`src/rtl/rvvLitePkg.sv`:
```
// rvvLitePkg: shared widths and beat/request structs for the vector ALU datapath.
package rvvLitePkg;
    localparam int ADDR_WIDTH = 5;
    localparam int DATA_WIDTH = 64;
    localparam int DW_B       = DATA_WIDTH / 8;

    typedef struct packed {
        logic [3:0]            op;
        logic [ADDR_WIDTH-1:0] vd;
        logic [DATA_WIDTH-1:0] vs1;
        logic [DATA_WIDTH-1:0] vs2;
        logic                  last;
    } valu_req_t;

    // `last` marks the final beat of an instruction ("end" is a keyword).
    typedef struct packed {
        logic [ADDR_WIDTH-1:0] wbAddr;
        logic [DW_B-1:0]       be;
        logic [DATA_WIDTH-1:0] data;
        logic                  last;
    } vwb_entry_t;
endpackage

```
`src/rtl/vWbFifo.sv`:
```
// vWbFifo: show-ahead FIFO with occupancy count; caller guarantees push only when a slot is free.
module vWbFifo #(
    parameter int WIDTH = 8,
    parameter int DEPTH = 8
) (
    input  logic                       clk,
    input  logic                       rst,
    input  logic                       i_push,
    input  logic                       i_pop,
    input  logic [WIDTH-1:0]           i_din,
    output logic [WIDTH-1:0]           o_dout,
    output logic [$clog2(DEPTH):0]     o_count,
    output logic                       o_full,
    output logic                       o_empty
);
    localparam int AW = $clog2(DEPTH);

    logic [WIDTH-1:0] r_mem [DEPTH];
    logic [AW-1:0]    r_wr_ptr;
    logic [AW-1:0]    r_rd_ptr;
    logic [AW:0]      r_count;

    always_ff @(posedge clk) begin
        if (rst) begin
            r_wr_ptr <= '0;
            r_rd_ptr <= '0;
            r_count  <= '0;
        end else begin
            if (i_push) r_wr_ptr <= r_wr_ptr + AW'(1);
            if (i_pop) r_rd_ptr <= r_rd_ptr + AW'(1);
            if (i_push != i_pop) r_count <= i_push ? r_count + (AW+1)'(1) : r_count - (AW+1)'(1);
        end
    end

    always_ff @(posedge clk) begin
        if (i_push) r_mem[r_wr_ptr] <= i_din;
    end

    // Output is forced to zero when empty so stale storage never leaks after reset.
    assign o_dout  = o_empty ? '0 : r_mem[r_rd_ptr];
    assign o_count = r_count;
    assign o_full  = r_count == (AW+1)'(DEPTH);
    assign o_empty = r_count == '0;
endmodule

```
`src/rtl/valu_wb_collector.sv`:
```
// valu_wb_collector: buffers ALU result beats and drains them to the register-bank write port,
// generating stall back-pressure, per-instruction completion and a sticky overflow flag.
module valu_wb_collector
    import rvvLitePkg::*;
#(
    parameter int DEPTH = 8,
    parameter int SLACK = 6
) (
    input  logic                  clk,
    input  logic                  rst,
    input  logic                  res_valid,
    input  logic                  res_end,
    input  logic [ADDR_WIDTH-1:0] res_wbAddr,
    input  logic [DW_B-1:0]       res_be,
    input  logic [DATA_WIDTH-1:0] res_data,
    input  logic                  wr_ready,
    output logic                  wr_en,
    output logic [ADDR_WIDTH-1:0] wr_addr,
    output logic [DW_B-1:0]       wr_be,
    output logic [DATA_WIDTH-1:0] wr_data,
    output logic                  stall,
    output logic                  instr_done,
    output logic                  idle,
    output logic                  overflow_err
);
    localparam int CW = $clog2(DEPTH) + 1;

    vwb_entry_t      w_din;
    vwb_entry_t      w_dout;
    logic [CW-1:0]   w_count;
    logic [CW-1:0]   w_count_next;
    logic            w_full;
    logic            w_empty;
    logic            w_push;
    logic            w_pop;
    logic            r_stall;
    logic            r_done;
    logic            r_ovf;

    assign w_din = '{wbAddr: res_wbAddr, be: res_be, data: res_data, last: res_end};
    assign w_pop = !w_empty & wr_ready;
    // A full FIFO still accepts a beat when the head drains in the same cycle.
    assign w_push = res_valid & (!w_full | w_pop);
    assign w_count_next = w_count + CW'(w_push) - CW'(w_pop);

    vWbFifo #(.WIDTH($bits(vwb_entry_t)), .DEPTH(DEPTH)) u_fifo (
        .clk     (clk),
        .rst     (rst),
        .i_push  (w_push),
        .i_pop   (w_pop),
        .i_din   (w_din),
        .o_dout  (w_dout),
        .o_count (w_count),
        .o_full  (w_full),
        .o_empty (w_empty)
    );

    always_ff @(posedge clk) begin
        if (rst) begin
            r_stall <= 1'b0;
            r_done  <= 1'b0;
            r_ovf   <= 1'b0;
        end else begin
            r_stall <= w_count_next >= CW'(DEPTH - SLACK);
            r_done  <= w_pop & w_dout.last;
            r_ovf   <= r_ovf | (res_valid & w_full & !w_pop);
        end
    end

    assign wr_en        = !w_empty;
    assign wr_addr      = w_dout.wbAddr;
    assign wr_be        = w_dout.be;
    assign wr_data      = w_dout.data;
    assign stall        = r_stall;
    assign instr_done   = r_done;
    assign idle         = w_empty & !res_valid;
    assign overflow_err = r_ovf;
endmodule

```
`config.mk`:
```
export PLATFORM = sky130hd
export DESIGN_NAME = valu_wb_collector
export DESIGN_NICKNAME = d
export VERILOG_FILES = /design/src/rtl/rvvLitePkg.sv /design/src/rtl/vWbFifo.sv /design/src/rtl/valu_wb_collector.sv
export SDC_FILE = /design/constraint.sdc
export NUM_CORES = 1
export LEC_CHECK = 0
export CAP_MARGIN = 30
export CORE_MARGIN = 8
export CORE_UTILIZATION = 46
export DETAILED_ROUTE_END_ITERATION = 8
export GPL_TIMING_DRIVEN = 0
export PLACE_DENSITY_LB_ADDON = 0.3
export REMOVE_ABC_BUFFERS = 1
export SETUP_SLACK_MARGIN = 0.3
export SKIP_LAST_GASP = 1
export SLEW_MARGIN = 20
export SYNTH_ARGS = -nofsm -noshare
export SYNTH_HDL_FRONTEND = slang
export SYNTH_SLANG_ARGS = --single-unit
```
`constraint.sdc`:
```
create_clock -name clk -period 22.3 [get_ports clk]
set_input_delay 4.46 -clock clk [delete_from_list [all_inputs] [get_ports clk]]
set_output_delay 4.46 -clock clk [all_outputs]
set_load 0.1 [all_outputs]
```
### Yosys cells after proc, flatten, opt, wreduce, memory -nomap -nowiden

Memory sizes are Yosys's and may differ from the RTL's. A register that Yosys moved wholly into a read port is not among the register bits.
Cells that the tools add are included.
W data, S select, Z words.

* register bits: 13
* memory bits (writable): 624
* bits of input ports: 82
* output and inout port bits: 82
* logic and storage cells: 35
* memories kept: 1

Memories
* u_fifo.r_mem: words 8, bits a word 78, rd ports 1, clocked after memory_dff 1, write ports 1, line vWbFifo.sv:18 `logic [WIDTH-1:0] r_mem [DEPTH];`

* add/sub/neg operators: 6
* magnitude comparators: 1
* eq/ne operators: 2
* multiplexer cells: 6
* bitwise operators: 8
* reduce and logical (&&, ||, !) cells: 5

Operator list (count)
* $mux W78: 1
* $add A3 B1 Y3 const B: 2
* $and A1 B1 Y1: 6
* $mux W3: 2
* $add A4 B1 Y4: 1
* $add A4 B1 Y4 const B: 1
* $eq A4 B4 Y1 const B: 1
* $ge A4 B2 Y1 const B: 1
* $logic_not A1 Y1: 4
* $logic_not A4 Y1: 1
* $mux W4: 1
* $sub A4 B1 Y4: 1
* $sub A4 B1 Y4 const B: 1
* $mux W1: 2
* $or A1 B1 Y1: 2
* $ne A1 B1 Y1: 1

### Longest topological paths before layout

Gate-level depths: netlist of run 1.

* depth after elaboration: 8
* mapped depth: 11
* gate-level depth less buffers: 11

### By module

From an unflattened synthesis of run 1, not the netlist that was laid out.

* cell total of the unflattened synthesis: 1086
* area total of the unflattened synthesis: 24541.0 um2

Modules (own cells, without submodules)
* vWbFifo: times used 1, cells each 1055, area an instance 24287.0 um2, sequential area each 18998.2 um2
* valu_wb_collector: times used 1, cells each 31, area an instance 254.0 um2, sequential area each 60.1 um2

### Worst setup path before layout of run 1

OpenSTA, ideal clock, no wires.

* path type: input port to flip-flop
* from: in wr_ready
* to: mem u_fifo.r_mem[4][0] (netlist name), enable pin
* library setup time: 733 ps
* data arrival time: 13038 ps
* required time: 21567 ps
* slack: 8529 ps
* cell stages on the path: 4
* path buffers: 0
* cell sequence: nand2b_1 -> a31oi_4 -> inv_1 -> nor4b_1

* longest elaborated chain between the ends: 5

RTL lines
* start, declared: line valu_wb_collector.sv:16 `input logic wr_ready,`
* $and A1 B1 Y1: line valu_wb_collector.sv:41 `assign w_pop = !w_empty & wr_ready;`
* $or A1 B1 Y1: line valu_wb_collector.sv:43 `assign w_push = res_valid & (!w_full | w_pop);`
* $and A1 B1 Y1: line valu_wb_collector.sv:43
* $mux W1: line vWbFifo.sv:36 `if (i_push) r_mem[r_wr_ptr] <= i_din;`
* $mux W1 (implied by the code): line vWbFifo.sv:36
* end, declared: line vWbFifo.sv:18

Every way passes these cells.

### Worst setup path after layout of run 1

* from: in res_valid
* to: out idle

* longest elaborated chain between the ends: 2

RTL lines
* start, declared: line valu_wb_collector.sv:11 `input logic res_valid,`
* $logic_not A1 Y1: line valu_wb_collector.sv:76 `assign idle = w_empty & !res_valid;`
* $and A1 B1 Y1: line valu_wb_collector.sv:76
* end, declared: line valu_wb_collector.sv:23 `output logic idle,`

Every way passes these cells.

==> impl_metrics.toml, run 1 <==
[critical_path]
start_kind = "input port"
most_repeated_library_cell_on_the_critical_path = "sky130_fd_sc_hd__clkdlybuf4s50_1"
critPathRequiredTime_ps = 17840
slowest_stage = "sky130_fd_sc_hd__clkdlybuf4s50_1"
crit_fanout = 5
timing.critical_path.cells = "clkdlybuf4s50_1 -> nor2_1 -> clkdlybuf4s50_1"
critical-path-max-stage-delay_ps = 1140
end_kind = "output pin"
cp_data_arrival_time_ps = 6230
timing.reg2reg.worst_path_depth = 13
worst-setup-path-type = "input port to output pin"

[detailed_routing]
vias = 11600
drt_pass1_iterations = 7
drt-total-wl_um = 51100
drt_iter0_drc = 679
final_antenna_net_count = 0
via_per_inst = 5.47
route.detailed.wl_per_inst_um = 24.1
remaining_drc_errors = 0

[clock_tree]
ctsResizeCount = 0
clk_latency_ps = 580
cts_sinks = 640
cts_buffer_depth = 3
cts_tree = "done"
cts-root-buf = "sky130_fd_sc_hd__clkbuf_16"
post_cts.repair.setup_buffers = 0
cts_hold_bufs = 0
worst_setup_hold_path_clk_slew_ps = 60
htree_num_levels = 3
cts_buffers = 67

[synth]
synth_warnings = 0
synth_edf_count = 624
synth_compound_area_share_pct = 0.425
yosys-top-cells-area = "sky130_fd_sc_hd__edfxtp_1 77%, sky130_fd_sc_hd__mux4_2 14%, sky130_fd_sc_hd__mux2i_1 3.2%"
synth-simple-area-share_pct = 1.87
synthCells = 1084
synth_common_cells = "624 x sky130_fd_sc_hd__edfxtp_1, 156 x sky130_fd_sc_hd__mux4_2, 90 x sky130_fd_sc_hd__nor2_1, 79 x sky130_fd_sc_hd__mux2i_1, 27 x sky130_fd_sc_hd__clkbuf_1"
ys_seq_area_share_pct = 78.0
combinational_family_with_the_most_area_after_synthesis = "multiplexers"
yosys.area_share.xor_xnor_pct = 0.323
ys_async_sr_fraction_pct = 0
synth.ff_latch_count = 640
synth_top_flop_cell = "sky130_fd_sc_hd__edfxtp_1"
synth-adder-area-share_pct = 0.625
yosysUniqueCellTypes = 31
avgSynthCellArea_um2 = 22.5
yosysMostFrequentCell = "sky130_fd_sc_hd__edfxtp_1"
post_synth_instance_area_um2 = 24400
yosys-mux-area-fraction_pct = 17.7
synth_top_area_share_pct = 76.7
synth_top_cell_by_area = "sky130_fd_sc_hd__edfxtp_1"

[floorplanning]
die-width_um = 246
floorplan.die_area_um2 = 60700
die_height_um = 246
ioPinCount = 164
initial_cell_density_of_the_core_pct = 46.5
placeableCoreArea_um2 = 52600
core.rowCount = 84

[grt]
first_global_vias = 12500
grt_antenna_before_repair = 3
grt_overflow_total = 0
grt_util_all_layers_pct = 17.1
pin_count_of_the_biggest_net_entering_global_routing = 49
grt_pass1_wl_um = 78200

[timing]
max_freq_ghz = 0.0935
layout_worst_path_cycle_share_pct = 47.9
worst_hold_slack_ps = 477
finalCriticalPeriod_ps = 10690
setup_viol_count_final = 0
maxSlewViolCount = 0
hold_violations = 0
final_worst_slack_ps = 11610
worst_slew_pin_slew_ps = 999
skew_ps = 16.5
max-slew-margin-rel_pct = 33.2
rsz0062_at_grt = "false"

[placed_design]
routabilityCongestion = 0.683
dp_hpwl_um = 34100
dp_slack_ps = 11590
dpl_cell_area_um2 = 27900
placedCellCount = 2001
port_buffers = 163

[layout]
finish.utilization_pct = 57.2
drive_above_1_share_pct = 26.9
finish.cell_count_without_fillers = 2122
final_design_area_no_fill_um2 = 30100
area.growth.synth_to_final_pct = 23.1
final_net_count = 1475

[job]
drv_cap = 0

[power_and_ir_drop]
cellLeakagePower_nw = 9.61
ir_worst_vdd_mv = 0.119
power_density_nw_per_um2 = 138

[min_path]
holdCritPathClass = "flip-flop to flip-flop"
min_path_cells = 2

[status]
status = "complete, no violations"
==> layer usage <==
layer	global-route usage, %	vias up	routed length [um]
li1	-	5095	-
met3	3.61	79	2460
met2	28.0	268	25500
met4	5.18	4	952
met5	0	-	24
met1	23.1	6155	22200
==> final timing paths <==
kind                                        from  slack [ps]                            end
hold / removal           overflow_err$_SDFF_PP0_         480        overflow_err$_SDFF_PP0_
setup reg to reg  u_fifo.o_count[2]$_SDFFE_PP0N_       18200  u_fifo.r_mem[2][21]$_DFFE_PP_
setup / recovery                       res_valid       11610                           idle
hold reg to reg          overflow_err$_SDFF_PP0_         480        overflow_err$_SDFF_PP0_
==> metrics by stage <==
step | total power (W) | setup TNS [ps]
after CTS | 0.00419 | 0
final | 0.00414 | 0
after detailed placement | 0.00308 | 0
after global placement | 0.00321 | -228250
after floorplan | 0.00274 | 0
after global routing | 0.00429 | 0
==> critical path, delay by kind of cell <==
kind | cells | cell delay (ps)
buf+inv | 2 | 1630
simple gates | 1 | 130
==> report_power, final <==
part           switching [W]  internal [W]
registers          0.0000371       0.00140
clock network       0.000437      0.000662
logic                0.00110      0.000504
total                0.00158       0.00256
==> cells in the final DEF (no fill, tap or decap), types with 7 or more instances in the layout <==
master	instances
sky130_fd_sc_hd__a21oi_1	7
sky130_fd_sc_hd__buf_12	7
sky130_fd_sc_hd__buf_16	11
sky130_fd_sc_hd__buf_2	41
sky130_fd_sc_hd__buf_4	56
sky130_fd_sc_hd__clkbuf_1	12
sky130_fd_sc_hd__clkbuf_16	73
sky130_fd_sc_hd__clkdlybuf4s50_1	163
sky130_fd_sc_hd__clkinv_1	15
sky130_fd_sc_hd__clkinv_2	11
sky130_fd_sc_hd__dfxtp_1	13
sky130_fd_sc_hd__edfxtp_1	624
sky130_fd_sc_hd__ha_1	9
sky130_fd_sc_hd__inv_1	7
sky130_fd_sc_hd__mux2i_1	79
sky130_fd_sc_hd__mux4_2	156
sky130_fd_sc_hd__nand2_1	8
sky130_fd_sc_hd__nor2_1	89
==> state kept, by name (all words and copies together), names as in the netlist, named ones only <==
signal           count
u_fifo.o_count       4
overflow_err         1
u_fifo.r_mem       624
u_fifo.r_wr_ptr      3
stall                1
u_fifo.r_rd_ptr      3
instr_done           1
==> cell type report <==
| type | instances | area, um2 |
|---|---|---|
| clock inverter | 34 | 309 |
| timing repair buffer | 284 | 2770 |
| tap | 688 | 861 |
| inverter | 7 | 26.3 |
| antenna | 2 | 5.00 |
| clock buffer | 85 | 1870 |
| multi-input combinational | 382 | 5160 |
| sequential | 640 | 19100 |
| fill | 3886 | 22500 |
==> cell families (layout without fill, tap and decap cells) <==
kind of cell,count (synthesis),after routing
buf+inv,62,410
compound gates,14,14
mux,236,236
xor+xnor,9,9
flops,640,640
other cells,0,2
fa+ha+maj,11,11
simple gates,112,112
Power figures use the tool's default switching activity.
==> inputs of run 2 (changes only) <==
clock period = 10.3 ns   (was 22.3 ns; I/O delays follow)
==> results of run 2 <==
Same layout as run 1 (identical final DEF). Status: complete, no violations.
Among the figures that moved: setup slack after placement 11590 ps -> 4200 ps; setup slack after layout 11610 ps -> 4230 ps; end point of the critical path idle -> wr_data[33]; register-to-register setup slack 18200 ps -> 6200 ps; total power 0.00414 W -> 0.00896 W; worst IR drop on VDD 0.119 mV -> 0.258 mV
==> inputs of run 3 (changes only) <==
clock period = 5.8 ns   (was 10.3 ns; I/O delays follow)
==> results of run 3 <==
Same layout as run 1 (identical final DEF). Status: complete, no violations.
Among the figures that moved: setup slack after placement 11590 ps -> 598 ps; setup slack after layout 11610 ps -> 626 ps; end point of the critical path idle -> wr_data[33]; register-to-register setup slack 18200 ps -> 1700 ps; total power 0.00414 W -> 0.0159 W; worst IR drop on VDD 0.119 mV -> 0.457 mV
